$ cat config.mk
export PLATFORM = sky130hd
export DESIGN_NAME = scan_pattern_driver
export DESIGN_NICKNAME = d
export VERILOG_FILES = /design/src/rtl/scan_pattern_driver.sv
export SDC_FILE = /design/constraint.sdc
export NUM_CORES = 1
export LEC_CHECK = 0
export BUFFER_PORTS_ARGS = -buffer_cell sky130_fd_sc_hd__buf_2
export CORE_MARGIN = 4
export CORE_UTILIZATION = 59
export CTS_BUF_LIST = sky130_fd_sc_hd__clkbuf_4
export CTS_CLUSTER_SIZE = 12
export DETAILED_ROUTE_END_ITERATION = 12
export PLACE_DENSITY_LB_ADDON = 0.1
export RECOVER_POWER = 25
export SYNTH_ARGS = -nofsm -noshare
export SYNTH_HDL_FRONTEND = slang
export SYNTH_SLANG_ARGS = --single-unit
export TNS_END_PERCENT = 5
$ cat constraint.sdc
create_clock -name clk -period 3.9 [get_ports clk]
set_input_delay 0.39 -clock clk [delete_from_list [all_inputs] [get_ports clk]]
set_output_delay 0.39 -clock clk [all_outputs]
set_load 0.02 [all_outputs]
$ cat src/rtl/scan_pattern_driver.sv
// Tester-side scan pattern driver: streams pattern beats into parallel scan chains and counts masked mismatches.
// Optional first-fail logging is built when SCAN_DRIVER_FAIL_LOG_EN is defined.
module scan_pattern_driver #(
    parameter int NUM_CHAINS = 6,
    parameter int LEN_W      = 16,
    parameter int CNT_W      = 16
) (
    input  logic                  clk,
    input  logic                  ext_rst_n,
    input  logic                  start,
    input  logic                  abort,
    input  logic [LEN_W-1:0]      chain_len,
    input  logic [LEN_W-1:0]      num_loads,
    input  logic                  beat_valid,
    output logic                  beat_ready,
    input  logic [NUM_CHAINS-1:0] beat_si,
    input  logic [NUM_CHAINS-1:0] beat_exp,
    input  logic [NUM_CHAINS-1:0] beat_mask,
    input  logic [NUM_CHAINS-1:0] sdo,
    output logic                  test_en,
    output logic                  scan_en,
    output logic [NUM_CHAINS-1:0] sdi,
    output logic                  scan_clk_en,
    output logic                  busy,
    output logic                  done,
    output logic [CNT_W-1:0]      mismatch_cnt,
    output logic [1:0]            fsm_state
`ifdef SCAN_DRIVER_FAIL_LOG_EN
    ,
    output logic                  fail_seen,
    output logic [LEN_W-1:0]      fail_load,
    output logic [LEN_W-1:0]      fail_bit,
    output logic [NUM_CHAINS-1:0] fail_chains
`endif
);

    // Beat handshake: a beat is consumed in a cycle where beat_valid && beat_ready;
    // beat_ready is high only in SHIFT with no abort pending, and sdi/compare use that same cycle's beat.
    typedef enum logic [1:0] {
        S_IDLE    = 2'd0,
        S_SHIFT   = 2'd1,
        S_CAPTURE = 2'd2,
        S_DONE    = 2'd3
    } state_t;

    localparam int PW = $clog2(NUM_CHAINS + 1);
    localparam int SW = CNT_W + PW;

    state_t                state, next_state;
    logic [LEN_W-1:0]      len_q, loads_q, bit_cnt, load_cnt;
    logic [NUM_CHAINS-1:0] sdi_q;
    logic [NUM_CHAINS-1:0] miss;
    logic [PW-1:0]         pop;
    logic [SW-1:0]         sum;
    logic [CNT_W-1:0]      cnt_next;
    logic                  consume, last_bit, last_load, empty_req;

    assign consume   = (state == S_SHIFT) && beat_valid && !abort;
    assign last_bit  = (bit_cnt == len_q - LEN_W'(1));
    assign last_load = (load_cnt >= loads_q - LEN_W'(1));
    assign empty_req = (chain_len == '0) || (num_loads == '0);
    assign miss      = (sdo ^ beat_exp) & beat_mask;
    assign fsm_state = state;

    always_comb begin
        pop = '0;
        for (int i = 0; i < NUM_CHAINS; i++) begin
            pop = pop + PW'(miss[i]);
        end
        sum      = SW'(mismatch_cnt) + SW'(pop);
        cnt_next = (sum > SW'({CNT_W{1'b1}})) ? {CNT_W{1'b1}} : sum[CNT_W-1:0];
    end

    always_ff @(posedge clk or negedge ext_rst_n) begin
        if (!ext_rst_n) begin
            state <= S_IDLE;
        end else begin
            state <= next_state;
        end
    end

    always_comb begin
        next_state = state;
        if (abort) begin
            next_state = S_IDLE;
        end else begin
            case (state)
                S_IDLE: begin
                    if (start) begin
                        next_state = empty_req ? S_DONE : S_SHIFT;
                    end
                end
                S_SHIFT: begin
                    if (consume && last_bit) begin
                        next_state = last_load ? S_DONE : S_CAPTURE;
                    end
                end
                S_CAPTURE: next_state = S_SHIFT;
                S_DONE:    next_state = S_IDLE;
                default:   next_state = S_IDLE;
            endcase
        end
    end

    always_comb begin
        test_en     = 1'b0;
        scan_en     = 1'b0;
        scan_clk_en = 1'b0;
        beat_ready  = 1'b0;
        done        = 1'b0;
        busy        = (state != S_IDLE);
        sdi         = '0;
        case (state)
            S_SHIFT: begin
                test_en     = 1'b1;
                scan_en     = 1'b1;
                beat_ready  = !abort;
                scan_clk_en = consume;
                sdi         = consume ? beat_si : sdi_q;
            end
            S_CAPTURE: begin
                test_en     = 1'b1;
                scan_clk_en = 1'b1;
                sdi         = sdi_q;
            end
            S_DONE: begin
                test_en = 1'b1;
                done    = 1'b1;
                sdi     = sdi_q;
            end
            default: ;
        endcase
    end

    // Counters and latched session parameters; abort freezes everything including mismatch_cnt.
    always_ff @(posedge clk or negedge ext_rst_n) begin
        if (!ext_rst_n) begin
            len_q        <= '0;
            loads_q      <= '0;
            bit_cnt      <= '0;
            load_cnt     <= '0;
            sdi_q        <= '0;
            mismatch_cnt <= '0;
        end else if (!abort) begin
            if (state == S_IDLE && start && !empty_req) begin
                len_q        <= chain_len;
                loads_q      <= num_loads;
                bit_cnt      <= '0;
                load_cnt     <= '0;
                sdi_q        <= '0;
                mismatch_cnt <= '0;
            end else if (consume) begin
                sdi_q        <= beat_si;
                mismatch_cnt <= cnt_next;
                bit_cnt      <= last_bit ? '0 : bit_cnt + LEN_W'(1);
            end else if (state == S_CAPTURE) begin
                load_cnt <= load_cnt + LEN_W'(1);
                bit_cnt  <= '0;
            end
        end
    end

`ifdef SCAN_DRIVER_FAIL_LOG_EN
    always_ff @(posedge clk or negedge ext_rst_n) begin
        if (!ext_rst_n) begin
            fail_seen   <= 1'b0;
            fail_load   <= '0;
            fail_bit    <= '0;
            fail_chains <= '0;
        end else if (!abort) begin
            if (state == S_IDLE && start && !empty_req) begin
                fail_seen   <= 1'b0;
                fail_load   <= '0;
                fail_bit    <= '0;
                fail_chains <= '0;
            end else if (consume && !fail_seen && (miss != '0)) begin
                fail_seen   <= 1'b1;
                fail_load   <= load_cnt;
                fail_bit    <= bit_cnt;
                fail_chains <= miss;
            end
        end
    end
`endif

endmodule

==> flow_results.org <==
** Power
- Of the total power, the share spent switching nets is 0.408.
- Pwr dens :: 529 mW/mm2
- Pint :: 0.00201 W
- Of the total power, the clock network draws 0.152.
- For this design the total switching power over the nets is 0.00139 W.
- The share of total power dissipated in combinational logic is 0.431.
- Leakage power :: 3.02 nW
- Sequential Power Share :: 0.416
- IR analysis of the VDD net gives a maximum drop of 0.000360 V.

** Worst hold path
- Type of the most critical hold path :: in2reg

** Die
- In this run the horizontal extent of the chip is 106 um.
- Starting utilization of the core area :: 0.611
- Core region area :: 0.00933 mm2
- After floorplanning, the core was divided into 35 placement rows.
- The floorplan step defined a die boundary enclosing 0.0113 mm2.
- # IOs :: 91
- From bottom edge to top edge, the die measures 106 um.

** Routing
- Number of DRC violations after detailed-routing iteration 0 :: 192
- Overall via count from detail_route :: ~4,800
- The first detailed-routing pass took 5 iterations.
- Routed WL per cell :: 15.6 um
- The count of nets left with antenna violations once routing finished came out at 0.
- In the routed design, unresolved DRC markers number 0.
- For this block, the routed nets add up to 13,000 um of wire.
- Average vias per placed instance :: 5.76

** Global routing
- Antenna violations before repair :: 0
- Entering global routing, the biggest net connects 63 pins.
- The via count of the first global-routing pass came to 4,808.
- All-Layer GR Usage :: 0.238
- The total overflow left after global routing is 0.
- The first global-routing pass estimated approximately 22,000 um of wire.

** Clock tree
- The tree built by TritonCTS fans out to ~90 sinks.
- CTS Buf Count :: 9
- After clock tree synthesis, the clock-pin slew on the worst setup and hold paths is 0.14 ns.
- The number of setup buffers added after CTS is 0.
- Root Buffer :: sky130_fd_sc_hd__clkbuf_4
- No sink is reached through more buffers than the 2 on the longest clock path.
- TritonCTS clock tree :: yes
- H-tree Lvls :: 3
- At the later pin of the worst-skew pair, clock insertion delay measures about 0.45 ns.

** STA
- Endpoints failing hold :: 0
- The worst pin sits at a relative slew slack of -1.23.
- In the final timing run, aggregate negative setup slack is 0 ns.
- Time the worst path needs with I/O delays and setup :: 3.60 ns
- Final clock skew :: 0.0121 ns
- Worst hold margin :: 0.169 ns
- Final Cycle Share :: 0.922
- Setup violations remaining at the end of the flow were counted as 0.
- At the pin with the least slew margin, the transition time is between 3 and 4 ns.
- Max-slew violation count :: 63
- Based on the critical path, the design can be clocked at up to between 200 and 300 MHz.
- RSZ-0062 raised after global routing :: false

** Placement
- Count of port buffers added during placement :: 90
- The HPWL after detailed placement is 9860 um.
- Total placed instance area :: about 0.0063 mm2
- Final weighted congestion in routability-driven placement :: 0.863

** Layout
- Area delta synth->final :: 12.8%
- The multi-input combinational cells in the finished layout cover a total of 0.00332 mm2.
- At the end of the flow, the number of nets in the layout was 791.
- Across the whole layout, storage elements account for 0.00220 mm2.
- The filler cells instantiated in the layout total ~780.
- The finished cells cover between 0.006 and 0.007 mm2.
- Share of layout cells above drive strength 1 :: 0.223
- The number of antenna diodes in the final layout is 0.

** Critical path
- Data on the critical path is required at its endpoint by 4.25 ns.
- The critical path is of the reg2reg type.
- Crit end category :: flip-flop
- Across all register-to-register paths, the minimum setup slack is 0.30 ns.
- STA classifies the critical path startpoint as a flip-flop.
- STA puts the critical path data arrival time at slightly below 4 ns.
- Largest fanout on the critical path :: 3

** Yosys
- Top FF cell, synth :: sky130_fd_sc_hd__dfrtp_1
- Cell Area, Synth :: 0.00570 mm2
- Post-synthesis async set-or-reset flop share :: 1.00
- Number of standard cells after synthesis :: 610
- Number of synthesized flops with an enable pin :: 0
- Yosys cell types :: between 50 and 60
- Synth Net Count :: 703
- Synthesis-stage register bit count :: 88
- The Yosys step of the flow raised 0 warnings.
- Average size of a mapped cell :: about 9.3 um2
- For this run, the register share of the synthesized area comes to 0.386.

** Run status
- The flow ran to the end, but the final reports show violations.
- The final reports fail on max-capacitance violations, max-slew violations.

** Flow run
- Count of maximum capacitance violations :: 1
-- power groups by stage --
| stage | sequential (W) | combinational, W | clock, W |
|---|---|---|---|
| after floorplan | 0.00136 | 0.00115 | 0 |
| after global placement | 0.00142 | 0.00141 | 0 |
| after detailed placement | 0.00143 | 0.00147 | 0 |
| after CTS | 0.00141 | 0.00148 | 0.000531 |
| after global routing | 0.00145 | 0.00165 | 0.000579 |
| final | 0.00142 | 0.00147 | 0.000518 |
-- sequential cells by signal, summed over array words and instances, names as in the netlist --
signal        flops
bit_cnt          16
len_q            16
load_cnt         16
loads_q          16
mismatch_cnt     16
sdi_q             6
fsm_state         2
-- final cells by class --
class / instances / area share
multi-input cells: 479 / 0.517
flip-flops and latches: 88 / 0.343
repair buffers: 101 / 0.0827
well taps: 129 / 0.0251
inverters: 19 / 0.0111
clock inverters: 7 / 0.0109
clock buffers: 9 / 0.0105
-- worst paths after layout --
path	depth (start not counted)	startpoint	end
max	11	mismatch_cnt[0]	mismatch_cnt[15]
min	3	chain_len[1]	len_q[1]
max reg2reg	11	mismatch_cnt[0]	mismatch_cnt[15]
min reg2reg	2	sdi_q[5]	sdi_q[5]
max in group asynchronous	1	ext_rst_n	mismatch_cnt[10]
min in group asynchronous	1	ext_rst_n	len_q[1]
-- cells in the mapped netlist (all sizes together) (19+ instances only) --
master  count  area share
dfrtp      88        0.39
nand2      52       0.034
nor2       51       0.034
a21oi      30       0.027
mux2       30       0.059
ha         28       0.061
o21ai      28       0.025
xnor2      27       0.041
xor2       27       0.041
nand3      26       0.023
inv        19       0.013
nor3       19       0.017
-- through the flow --
step           setup slack, ns  utilization  cells  total power (W)
3_3_place_gp            0.0300        0.674    816          0.00283
6_report                 0.303        0.689    832          0.00340
2_1_floorplan            0.119            -    610          0.00251
5_1_grt                 0.0722        0.689    832          0.00368
3_5_place_dp            -0.121        0.674    816          0.00291
4_1_cts                  0.200        0.689    832          0.00343
-- layer usage --
layer | track usage | vias up | wire length (um)
met4 | 0.0509 | 0 | 127
met5 | 0 | - | 0
met3 | 0.0431 | 14 | 480
met2 | 0.443 | 96 | 6830
li1 | - | 2376 | -
met1 | 0.285 | 2307 | 5550
-- cells in the final DEF, fill, tap and decap left out, drive strengths merged, types with 3 or more instances in the layout --
master / count
ha: 28
xor2: 27
dfrtp: 88
clkbuf: 10
a211oi: 4
inv: 21
nand3: 26
mux2i: 8
a22oi: 5
nor3: 19
and2: 10
o31ai: 4
nor2: 51
clkinv: 3
buf: 100
a31oi: 5
xnor2: 27
nand2b: 6
a211o: 3
nand3b: 3
o21ai: 28
nor4: 17
or2: 5
and3: 11
a21oi: 30
nand4: 18
nand2: 52
or4: 3
a22o: 12
nor2b: 5
mux2: 30
fa: 4
a21o: 14
or3: 3
-- repair_timing --
action,CTS,global route
setup endpoints to repair,0,2
gates resized for setup,0,1
endpoints found under the hold margin,0,0
hold buffers,0,0
-- worst max-delay path, cell delays in order, from the launching register on --
cell and delay, ns:
sky130_fd_sc_hd__dfrtp_1 0.44, sky130_fd_sc_hd__fa_1 0.52, sky130_fd_sc_hd__fa_1 0.52, sky130_fd_sc_hd__fa_1 0.47, sky130_fd_sc_hd__fa_1 0.40, sky130_fd_sc_hd__a21oi_1 0.24
sky130_fd_sc_hd__nor2_1 0.10, sky130_fd_sc_hd__and2_1 0.18, sky130_fd_sc_hd__nand4_1 0.11, sky130_fd_sc_hd__nor2_1 0.07, sky130_fd_sc_hd__o41ai_1 0.33, sky130_fd_sc_hd__a21oi_1 0.11
-- logic make-up after synthesis --
group,after synthesis,synth area share
AND/OR/NAND/NOR,237,0.212
AO/OA/AOI/OAI,118,0.138
flip-flops,88,0.386
XOR/XNOR,54,0.0830
buffers and inverters,43,0.0318
multiplexers,38,0.0733
adder cells (fa/ha/maj),32,0.0755
No activity file was read; power rests on OpenSTA's default activity.
